`src/rtl/layer_compositor.sv`:
```
// layer_compositor: N-layer priority compositor with 2-stage pipeline, frame-shadowed enables, optional COLLISION_DET_EN overlap counter
module layer_compositor #(
  parameter int NUM_LAYERS = 4,
  parameter int COLOR_W    = 12,
  parameter int CNT_W      = 19
) (
  input  logic                          clk,
  input  logic                          reset_n,
  input  logic                          pixel_tick,
  input  logic [9:0]                    pixel_x,
  input  logic [9:0]                    pixel_y,
  input  logic                          video_on,
  input  logic                          hsync,
  input  logic                          vsync,
  input  logic [NUM_LAYERS-1:0]         layer_on,
  input  logic [NUM_LAYERS*COLOR_W-1:0] layer_rgb,
  input  logic [COLOR_W-1:0]            bg_rgb,
  input  logic [NUM_LAYERS-1:0]         layer_en,
  output logic [COLOR_W-1:0]            rgb_out,
  output logic                          hsync_out,
  output logic                          vsync_out,
  output logic                          video_on_out,
  output logic [NUM_LAYERS-1:0]         active_en,
  output logic [CNT_W-1:0]              collision_count,
  output logic                          collision_valid
);
  logic                          frame_start;
  logic [NUM_LAYERS-1:0]         active_en_q, active_en_d;
  logic [NUM_LAYERS-1:0]         eff_on_q, eff_on_d;
  logic [NUM_LAYERS*COLOR_W-1:0] rgb_s1_q, rgb_s1_d;
  logic [COLOR_W-1:0]            bg_s1_q, bg_s1_d;
  logic [2:0]                    ctl_s1_q, ctl_s1_d;
  logic [2:0]                    ctl_s2_q, ctl_s2_d;
  logic [COLOR_W-1:0]            rgb_out_q, rgb_out_d;
  logic [COLOR_W-1:0]            pick;

  always_comb begin
    frame_start = pixel_tick && pixel_x == '0 && pixel_y == '0;
    active_en_d = frame_start ? layer_en : active_en_q;
    eff_on_d    = pixel_tick ? (layer_on & active_en_q) : eff_on_q;
    rgb_s1_d    = pixel_tick ? layer_rgb : rgb_s1_q;
    bg_s1_d     = pixel_tick ? bg_rgb : bg_s1_q;
    ctl_s1_d    = pixel_tick ? {video_on, hsync, vsync} : ctl_s1_q;
    ctl_s2_d    = pixel_tick ? ctl_s1_q : ctl_s2_q;
    pick        = bg_s1_q;
    // scan from lowest priority upward so the lowest set index wins
    for (int i = NUM_LAYERS - 1; i >= 0; i--)
      if (eff_on_q[i]) pick = rgb_s1_q[i*COLOR_W +: COLOR_W];
    rgb_out_d   = pixel_tick ? (ctl_s1_q[2] ? pick : '0) : rgb_out_q;
  end

  always_ff @(posedge clk or negedge reset_n) begin
    if (!reset_n) begin
      active_en_q <= '1;
      eff_on_q    <= '0;
      rgb_s1_q    <= '0;
      bg_s1_q     <= '0;
      ctl_s1_q    <= '0;
      ctl_s2_q    <= '0;
      rgb_out_q   <= '0;
    end else begin
      active_en_q <= active_en_d;
      eff_on_q    <= eff_on_d;
      rgb_s1_q    <= rgb_s1_d;
      bg_s1_q     <= bg_s1_d;
      ctl_s1_q    <= ctl_s1_d;
      ctl_s2_q    <= ctl_s2_d;
      rgb_out_q   <= rgb_out_d;
    end
  end

  assign rgb_out      = rgb_out_q;
  assign video_on_out = ctl_s2_q[2];
  assign hsync_out    = ctl_s2_q[1];
  assign vsync_out    = ctl_s2_q[0];
  assign active_en    = active_en_q;

`ifdef COLLISION_DET_EN
  logic             hit;
  logic [CNT_W-1:0] run_q, run_d, cnt_q, cnt_d;
  logic             valid_q, valid_d;

  always_comb begin
    hit     = video_on & layer_on[0] & layer_on[1] & active_en_q[0] & active_en_q[1];
    cnt_d   = frame_start ? run_q : cnt_q;
    valid_d = frame_start;
    // frame-start pixel seeds the new frame's count; otherwise saturate
    run_d   = frame_start ? CNT_W'(hit) :
              (pixel_tick && hit && run_q != '1) ? run_q + 1'b1 : run_q;
  end

  always_ff @(posedge clk or negedge reset_n) begin
    if (!reset_n) begin
      run_q   <= '0;
      cnt_q   <= '0;
      valid_q <= 1'b0;
    end else begin
      run_q   <= run_d;
      cnt_q   <= cnt_d;
      valid_q <= valid_d;
    end
  end

  assign collision_count = cnt_q;
  assign collision_valid = valid_q;
`else
  assign collision_count = '0;
  assign collision_valid = 1'b0;
`endif
endmodule

```
`config.mk`:
```
export PLATFORM = sky130hd
export DESIGN_NAME = layer_compositor
export DESIGN_NICKNAME = d
export VERILOG_FILES = /design/src/rtl/layer_compositor.sv
export SDC_FILE = /design/constraint.sdc
export NUM_CORES = 1
export LEC_CHECK = 0
export ABC_CLOCK_PERIOD_IN_PS = 1400
export CORE_MARGIN = 5
export CORE_UTILIZATION = 45
export CTS_BUF_LIST = sky130_fd_sc_hd__clkbuf_16
export CTS_CLUSTER_SIZE = 28
export DETAILED_ROUTE_END_ITERATION = 12
export PLACE_DENSITY = 0.78
export SYNTH_ARGS = -nofsm -noshare
export SYNTH_HDL_FRONTEND = slang
export SYNTH_SLANG_ARGS = --single-unit
```
`constraint.sdc`:
```
create_clock -name clk -period 1.4 [get_ports clk]
set_input_delay 0.28 -clock clk [delete_from_list [all_inputs] [get_ports clk]]
set_output_delay 0.28 -clock clk [all_outputs]
set_load 0.01 [all_outputs]
```
==> qor.txt <==
share of total power in the clock network = 0.400
total leakage power = 2.31 nW
kind of cell with the highest combined delay on the critical path = flip-flops
endpoint required time on the critical path = 1.12 ns
layout filler cell count = 647
Setup Crit Path Kind = reg -> out
largest cells by area after synthesis = dfrtp_1 (54%), mux2_2 (20%), buf_4 (3.9%)
CP Capture Type = output pin
clock tree from TritonCTS = yes
Synth area leader = dfrtp_1
count of buffers inserted at the top-level ports = 112
post-layout min period = 1.38 ns
number of nets in the layout = 508
Slowest-stage cell, CP = dfstp_2
EDFF count, synth = 0
count of different cell masters after synthesis = 24
final standard cell area without fillers = 0.00548 mm^2
worst path arrival time = 1.10 ns
clock buffer depth = 2
length of the first detailed-routing pass in iterations = 4
ys flop type = dfrtp_1
DP Area = 0.00505 mm^2
Remaining DRCs = 0
max-cap viol count = 0
core area = 0.00826 mm^2
proportion of synthesized flip-flops having asynchronous set or reset = 1.00
number of sinks handled by clock tree synthesis = 86
syn_area_per_cell = 13.2 um^2
Cell Int Power = 4.80 mW
maximum operating frequency = 726 MHz
row cnt = 33
worst-path cell chain = clkdlybuf4s15_2
Warnings, synthesis = 0
crit path setup slack, layout = 0.0221 ns
cells after synthesis = 290
via count of the routed design = 2,706
most common cell in the synthesized netlist = dfrtp_1
cts bufs inserted = 9
class of the worst hold path = in -> async
post-CTS clock slew at the launch and capture registers of the worst setup and hold paths = 0.06 ns
top-area cell type share of the netlist area = 0.537
placement-stage worst setup slack = -0.651 ns
Die Height = 102 um
detail-routed net length per standard cell = 17.2 um
overall die width = 102 um
number of failing hold endpoints at the final stage = 0
Switching Fraction = 0.227
startpoint kind of the worst setup timing path = register
global-route congestion overflow total = 0
violation count after the first detailed-routing iteration = 80
die area = 0.0104 mm^2
portion of the clock cycle consumed by the worst path in the final layout = 0.984
synthesis-to-finish area growth = 43.4%
global-route wire length before repair = 14,300 um
part of the total power dissipated in combinational logic = 0.141
flip-flop and latch count after synthesis = 86
diode count = 0
path length in cells of the critical path = 1
slowest stage delay, CP = 0.54 ns
sw power = 1.41 mW
io pins = 133
worst vdd rail ir drop = 0.000788 V
final setup vio count = 0
area of the mapped netlist = 0.00382 mm^2
clock insertion delay at the later pin of the skew report = 0.33 ns
post-detail-place hpwl = 6800 um
effective utilization at floorplan = 0.463
number of global-route vias before repair = 2,870
Avg Vias per Cell = 5.16
CTS H-tree lvls = 3
clk_skew = 0.00745 ns
Synth top cells by count = dfrtp_1 (82), mux2_2 (69), buf_4 (20)
maximum number of pins on one net before global-route repair = 46
sequential share of power = 0.459
largest fanout on the critical path = 2
worst r2r path cells = 5
power density over the cells = 1130 mW/mm^2
sequential share of the synthesized area = 0.565
result of the run = completed
share of final-layout standard cells stronger than drive strength 1 = 0.332
GRT Util Overall = 0.178
Detailed Route WL = 9020 um
Max Slew Vio Count = 0
number of buffers and inverters on the critical path = 1
remaining antenna violation count = 0
antenna violations before repair = 1
root buffer selected by CTS = clkbuf_16
Final GP Congestion = 0.713
==> power groups by stage <==
| stage | Sequential [mW] | Combinational [mW] | Clock [mW] |
|---|---|---|---|
| CTS | 2.85 | 0.867 | 2.54 |
| global placement | 2.88 | 0.880 | 0 |
| detailed placement | 2.90 | 0.911 | 0 |
| floorplan | 2.88 | 0.405 | 0 |
| finish | 2.85 | 0.876 | 2.49 |
| global route | 2.88 | 0.956 | 2.63 |
==> state kept, by name, summed over array words and instances (netlist names) <==
name       count
rgb_s1_q      48
eff_on_q       4
ctl_s2_q       3
active_en      4
bg_s1_q       12
ctl_s1_q       3
rgb_out       12
==> final timing paths <==
| path | slack (ns) | endpoint | startpoint |
|---|---|---|---|
| worst min-delay path | 0.40 | ctl_s1_q[0]$_DFFE_PN0P_ | reset_n |
| min in group clk | 0.49 | rgb_out[8]$_DFFE_PN0P_ | rgb_out[8]$_DFFE_PN0P_ |
| max in group asynchronous | 0.44 | active_en[2]$_DFFE_PN1P_ | reset_n |
| worst min register to register | 0.49 | rgb_out[8]$_DFFE_PN0P_ | rgb_out[8]$_DFFE_PN0P_ |
| worst max-delay path | 0.02 | active_en[0] | active_en[0]$_DFFE_PN1P_ |
| worst max register to register | 0.08 | rgb_out[5]$_DFFE_PN0P_ | eff_on_q[3]$_DFFE_PN0P_ |
==> area by class of cell <==
cell class	count	area, um^2	share of cell area
Timing Repair Buffer	133	1270	0.232
Clock inverter	7	90.1	0.0164
Tap cell	105	131	0.0240
Multi-Input combinational cell	179	1580	0.288
Sequential cell	86	2160	0.394
Inverter	5	26.3	0.00480
Clock buffer	9	225	0.0411
==> what timing repair did <==
action,CTS,global route
resized for setup,63,27
pin swaps,7,7
setup endpoints to repair,33,17
hold buffers,1,0
setup buffers,4,4
endpoints found under the hold margin,22,0
==> metal layers <==
layer / track usage / wire (um) / vias to the layer above / part of all wire
met1: 0.225 / 3680 / 1341 / 0.41
met3: 0.0389 / 536 / 20 / 0.059
met4: 0.0716 / 213 / 2 / 0.024
li1: - / - / 1256 / -
met5: 0 / 20 / - / 0.0022
met2: 0.299 / 4570 / 87 / 0.51
==> stage by stage <==
step	cells	TNS [ns]	utilization	power (mW)	hold WS [ns]
after global routing	524	-0.0450	0.663	6.47	0.431
after floorplan	309	-0.610	-	3.29	-0.0156
final	524	0	0.663	6.21	0.395
after global placement	499	-4.88	0.611	3.76	0.194
after detailed placement	499	-5.42	0.611	3.81	0.200
after CTS	520	0	0.655	6.25	0.387
==> kinds of logic after synthesis <==
| group | count (synthesis) | synth area share |
|---|---|---|
| flip-flops | 86 | 0.565 |
| buffers and inverters | 44 | 0.0652 |
| AND/OR/NAND/NOR | 25 | 0.0445 |
| multiplexers | 81 | 0.235 |
| other | 1 | 0.000982 |
| AO/OA/AOI/OAI | 53 | 0.0898 |
==> placed cells by master, fill, tap and decap left out, types with 2 or more instances in the layout <==
| cell type | Yosys | routed |
|---|---|---|
| dfrtp_1 | 82 | 80 |
| clkdlybuf4s50_1 | 0 | 73 |
| mux2_2 | 69 | 65 |
| dlygate4sd2_1 | 0 | 22 |
| conb_1 | 1 | 20 |
| buf_4 | 20 | 17 |
| o21ai_0 | 16 | 15 |
| nor2b_1 | 12 | 12 |
| a32oi_1 | 12 | 12 |
| a21oi_1 | 12 | 10 |
| mux2i_1 | 12 | 9 |
| clkbuf_16 | 0 | 9 |
| a211oi_2 | 0 | 6 |
| a211oi_1 | 12 | 6 |
| clkdlybuf4s15_1 | 0 | 5 |
| inv_1 | 5 | 4 |
| mux2_4 | 0 | 4 |
| nand3_1 | 4 | 4 |
| dfstp_2 | 4 | 4 |
| clkbuf_2 | 0 | 4 |
| buf_12 | 0 | 4 |
| mux2i_2 | 0 | 3 |
| buf_2 | 7 | 3 |
| clkdlybuf4s15_2 | 0 | 3 |
| clkinvlp_4 | 0 | 2 |
| a21oi_2 | 0 | 2 |
| nor4_4 | 1 | 2 |
| bufinv_16 | 0 | 2 |
| clkinv_4 | 0 | 2 |
| dfrtp_2 | 0 | 2 |
No activity file was read; power rests on OpenSTA's default activity.
